### src/rtl/button_gesture.sv
// Turns debounced button strobes into short/long/double press events.
// Optional auto-repeat of long_press: define BUTTON_GESTURE_REPEAT_EN.
module button_gesture #(
    parameter int CLK_FREQ_HZ = 12_000_000,
    parameter int LONG_MS     = 500,
    parameter int DOUBLE_MS   = 250,
    parameter int REPEAT_MS   = 100
) (
    input  logic clk,
    input  logic rst_n,
    input  logic button_db,
    input  logic button_rising,
    input  logic button_falling,
    output logic short_press,
    output logic long_press,
    output logic double_press,
    output logic long_held
);

    localparam int CYC_PER_MS = CLK_FREQ_HZ / 1000;
    localparam int PW = (CYC_PER_MS > 1) ? $clog2(CYC_PER_MS) : 1;
    localparam int MAX_LD = (LONG_MS > DOUBLE_MS) ? LONG_MS : DOUBLE_MS;
    localparam int MAX_MS = (MAX_LD > REPEAT_MS) ? MAX_LD : REPEAT_MS;
    localparam int MW = $clog2(MAX_MS + 1);

    localparam logic [PW-1:0] PRESC_LAST = PW'(CYC_PER_MS - 1);
    localparam logic [MW-1:0] LONG_C     = MW'(LONG_MS);
    localparam logic [MW-1:0] DOUBLE_C   = MW'(DOUBLE_MS);
    localparam logic [MW-1:0] MAX_C      = MW'(MAX_MS);
`ifdef BUTTON_GESTURE_REPEAT_EN
    localparam logic [MW-1:0] REP_LAST   = MW'(REPEAT_MS - 1);
`endif

    typedef enum logic [2:0] {
        IDLE,
        PRESS1,
        WAIT2,
        LONG,
        WAIT_REL
    } state_e;

    state_e        state_q, state_d;
    logic [PW-1:0] presc_q;
    logic [MW-1:0] ms_cnt_q;
    logic          ms_tick;
    logic          rise, fall;
    logic          short_d, long_d, double_d, rep_d;

    assign ms_tick = (presc_q == PRESC_LAST);
    // Coincident strobes carry no usable edge information.
    assign rise = button_rising & ~button_falling;
    assign fall = button_falling & ~button_rising;

    // Next-state and event selection; timeouts outrank release, rising outranks timeout.
    always_comb begin
        state_d  = state_q;
        short_d  = 1'b0;
        long_d   = 1'b0;
        double_d = 1'b0;
        rep_d    = 1'b0;
        unique case (state_q)
            IDLE: begin
                if (rise) state_d = PRESS1;
            end
            PRESS1: begin
                if (ms_cnt_q >= LONG_C) begin
                    state_d = LONG;
                    long_d  = 1'b1;
                end else if (fall) begin
                    state_d = WAIT2;
                end
            end
            WAIT2: begin
                if (rise) begin
                    state_d  = WAIT_REL;
                    double_d = 1'b1;
                end else if (ms_cnt_q >= DOUBLE_C) begin
                    state_d = IDLE;
                    short_d = 1'b1;
                end
            end
            LONG: begin
                if (fall || !button_db) begin
                    state_d = IDLE;
                end
`ifdef BUTTON_GESTURE_REPEAT_EN
                else if (ms_tick && ms_cnt_q == REP_LAST) begin
                    long_d = 1'b1;
                    rep_d  = 1'b1;
                end
`endif
            end
            WAIT_REL: begin
                if (fall || !button_db) state_d = IDLE;
            end
            default: state_d = IDLE;
        endcase
    end

    // State, millisecond timebase and registered event outputs.
    always_ff @(posedge clk or negedge rst_n) begin
        if (!rst_n) begin
            state_q      <= IDLE;
            presc_q      <= '0;
            ms_cnt_q     <= '0;
            short_press  <= 1'b0;
            long_press   <= 1'b0;
            double_press <= 1'b0;
            long_held    <= 1'b0;
        end else begin
            state_q <= state_d;
            if (state_d != state_q || rep_d) begin
                presc_q  <= '0;
                ms_cnt_q <= '0;
            end else begin
                presc_q <= ms_tick ? '0 : presc_q + PW'(1);
                if (ms_tick && ms_cnt_q < MAX_C) begin
                    ms_cnt_q <= ms_cnt_q + MW'(1);
                end
            end
            short_press  <= short_d;
            long_press   <= long_d;
            double_press <= double_d;
            long_held    <= (state_d == LONG);
        end
    end

endmodule

### config.mk
export PLATFORM = sky130hd
export DESIGN_NAME = button_gesture
export DESIGN_NICKNAME = d
export VERILOG_FILES = /design/src/rtl/button_gesture.sv
export SDC_FILE = /design/constraint.sdc
export NUM_CORES = 1
export LEC_CHECK = 0
export CORE_MARGIN = 5
export CORE_UTILIZATION = 35
export CTS_BUF_LIST = sky130_fd_sc_hd__clkbuf_4
export CTS_CLUSTER_SIZE = 8
export DETAILED_ROUTE_END_ITERATION = 6
export PLACE_DENSITY = 0.55
export SYNTH_ARGS = -nofsm -noshare
export SYNTH_HDL_FRONTEND = slang
export SYNTH_SLANG_ARGS = --single-unit
### constraint.sdc
create_clock -name clk -period 4.73 [get_ports clk]
set_input_delay 1.1825 -clock clk [delete_from_list [all_inputs] [get_ports clk]]
set_output_delay 1.1825 -clock clk [all_outputs]
set_load 0.005 [all_outputs]
==> qor.csv <==
metric;value;unit
worst_hold_path.num_cells;1;
syn-cell-area;1720;µm²
die_x;80.1;µm
portion_of_total_power_attributed_to_combinational_logic;29.8;%
clk-insertion-delay-late;0.33;ns
clock_skew;0.0132;ns
finalSetupTns;0;ns
worstSetupPathType;input pin to register;
setup.reg_to_reg.worst_slack;2.19;ns
dp.final_hpwl;2.42;mm
leakage_dissipation;0.769;nW
first_global_vias;1356;
tritoncts;done;
syn-num-nets;189;
critical_path_required;4.90;ns
cpMaxStageDelayCell;a2111o_1;
timing.final.crit_share;64.1;%
timing.final.setup_violations;0;
grt_util_all_layers;12.4;%
synthTopCellsByArea;dfrtp_1 44%, xor2_1 5.1%, nor2_1 5.0%;
slew-limit-headroom;26.8;%
grt_setup_unrepaired;no;
num_antenna_cells;0;
total_setup_buffers_inserted_after_cts;0;
yosys_register_bits;30;
routed-wl-met3;114;µm
power_switching_share;38.4;%
dpl-instance-area;1840;µm²
postRouteWirelength;3.45;mm
overflow_after_grt;0;
rr_endpoint;ms_cnt_q[1]$_DFFE_PN0P_;
power.sequential.fraction;48.5;%
route.met2.wl;1.60;mm
max-clock-path-buffers;2;
vias;1305;
reg2reg_from;presc_q[0]$_DFF_PN0_;
tritoncts.num_buffers;5;
finalWeightedCongestion;0.815;
fp.dieH;80.1;µm
syn_inst;181;
grt_first_pass_wirelength;6.24;mm
total_of_hold_buffers_inserted_after_clock_tree_synthesis;0;
initial_antenna_violation_count;0;
coreArea;4750;µm²
status;complete, no violations;
tightestPinTransition;1.09;ns
maximum_number_of_pins_on_one_net_before_global_route_repair;25;
synth_top_area_share;43.7;%
post_drt_wl_per_cell;13.5;µm
worst-r2r-cell-count;6;
filler_cell_count;488;
die_area;6410;µm²
drc;0;
critPathMaxFanout;23;
worst_path_largest_cell_delay;0.73;ns
route.antenna.remaining_nets;0;
clkSinkCount;30;
post_synth_num_cell_types;44;
floorplan.initialDensity;36.2;%
cts_htree_levels;2;
ir_drop;147;µV
synth_warnings;0;
cp_num_buf_inv;1;
hp-class;register to register;
min_delay_worst_endpoint;presc_q[0]$_DFF_PN0_;
max_clock_freq;330;MHz
powerDensity;346;nW/µm²
yosysSeqAreaShare;43.7;%
crit_path_cell_trace;clkdlybuf4s50_1, nor2b_1, a21oi_1, a32oi_1, a2111o_1, nor3_1;
p_int;404;µW
start_kind;input pin;
setup.worst_path.end_class;register;
timing.hold.ws;0.523;ns
final-max-slew-violation-count;0;
timing.critical_path.arrival;3.21;ns
met1_length;1.66;mm
placement.io_buffers;8;
rows;25;
count_of_max_cap_constraint_violations;0;
layout.cell_area.non_filler;1890;µm²
clockRootBuffer;clkbuf_4;
layout-drive-gt1-share;10.1;%
detail_route.vias_per_cell;5.10;
syn_area_per_cell;9.50;µm²
drt_first_iter_violations;79;
net_count_final;197;
power.clock.fraction;21.8;%
post_cts.resized_instances;0;
hold_violations;0;
drt-pass1-iter-count;4;
power_switching;252;µW
synth_top_cell_by_area;dfrtp_1;
cp_top_family;compound AO/OA/AOI/OAI gates;
syn_to_final_growth;10.0;%
worst_hold_startpoint;presc_q[0]$_DFF_PN0_;
cp_num_cells;6;
path_clk_slew;0.09;ns
highest-signal-layer;met4;
period_minus_slack;3.03;ns
i_o_pins;9;
-- cell families (layout without fill, tap and decap cells) --
group / after synthesis / after routing / synth area share (%)
buffers and inverters: 13 / 21 / 4.00
AO/OA/AOI/OAI: 21 / 21 / 8.95
AND/OR/NAND/NOR: 95 / 95 / 31.5
adder cells (fa/ha/maj): 3 / 3 / 2.18
flip-flops: 30 / 30 / 43.7
XOR/XNOR: 19 / 19 / 9.68
-- Yosys cell counts (all sizes together) --
library cell  count
or2               1
nor3b             5
clkbuf            5
and2              1
nor3             13
o22a              1
a22o              1
o21ai             3
o311a             1
o31ai             1
inv               4
a32oi             1
nand4             4
xnor2             9
a21boi            1
nand2            15
a2bb2oi           1
ha                3
nor4b             1
a21oi             5
o2111ai           1
nor4              2
buf               4
and3              5
a41oi             1
nor2             23
nand3b            3
a2111o            1
nand2b            4
nor2b             6
a31oi             1
a21o              1
xor2             10
dfrtp            30
nand3             9
nand4b            2
or3b              1
o21a              1
-- cell usage in the layout, fill, tap and decap left out, types with 6 or more instances in the layout --
cell type / count
xor2_1: 10
nor3_1: 10
xnor2_1: 9
dfrtp_1: 30
nand2_1: 15
clkdlybuf4s50_1: 8
nor2_1: 23
nand3_1: 9
nor2b_1: 6
-- power by group through the flow --
stage / clock, mW / sequential (mW) / combinational, mW
after floorplan: 0 / 0.298 / 0.186
after CTS: 0.150 / 0.318 / 0.198
final: 0.143 / 0.318 / 0.195
after global placement: 0 / 0.321 / 0.188
after detailed placement: 0 / 0.323 / 0.198
after global routing: 0.162 / 0.325 / 0.220
-- stage by stage --
stage	setup slack, ns	cells	power, mW	util [%]
floorplan	2.22	181	0.484	-
global placement	1.46	249	0.509	38.8
detailed placement	1.35	249	0.520	38.8
CTS	1.69	256	0.666	39.8
global route	1.51	256	0.707	39.8
finish	1.70	256	0.655	39.8
-- worst max path at each step --
stage	startpoint	endpoint	slack [ns]
floorplan	button_rising	presc_q[10]$_DFF_PN0_	2.22
global placement	button_falling	presc_q[5]$_DFF_PN0_	1.46
detailed placement	button_rising	presc_q[3]$_DFF_PN0_	1.35
CTS	button_rising	presc_q[3]$_DFF_PN0_	1.69
global route	button_falling	presc_q[3]$_DFF_PN0_	1.51
finish	button_rising	presc_q[3]$_DFF_PN0_	1.70
-- metal layers --
| layer | vias up | global-route usage (%) |
|---|---|---|
| met3 | 7 | 4.37 |
| met4 | 0 | 5.24 |
| met2 | 18 | 20.4 |
| met5 | - | 0 |
| met1 | 637 | 14.7 |
| li1 | 643 | - |
-- registers in the layout, indices dropped and copies added, names as in the netlist --
| name | flops |
|---|---|
| state_q | 3 |
| ms_cnt_q | 9 |
| short_press | 1 |
| long_held | 1 |
| long_press | 1 |
| presc_q | 14 |
| double_press | 1 |
-- layout make-up --
cell class	count	area [µm²]	area share, %
well taps	67	83.8	4.43
clock inverters	2	10.0	0.529
flip-flops and latches	30	751	39.7
multi-input cells	138	900	47.6
inverters	4	15.0	0.794
repair buffers	10	95.1	5.03
clock buffers	5	37.5	1.98
Note: power is estimated with default switching activity, not from simulation.
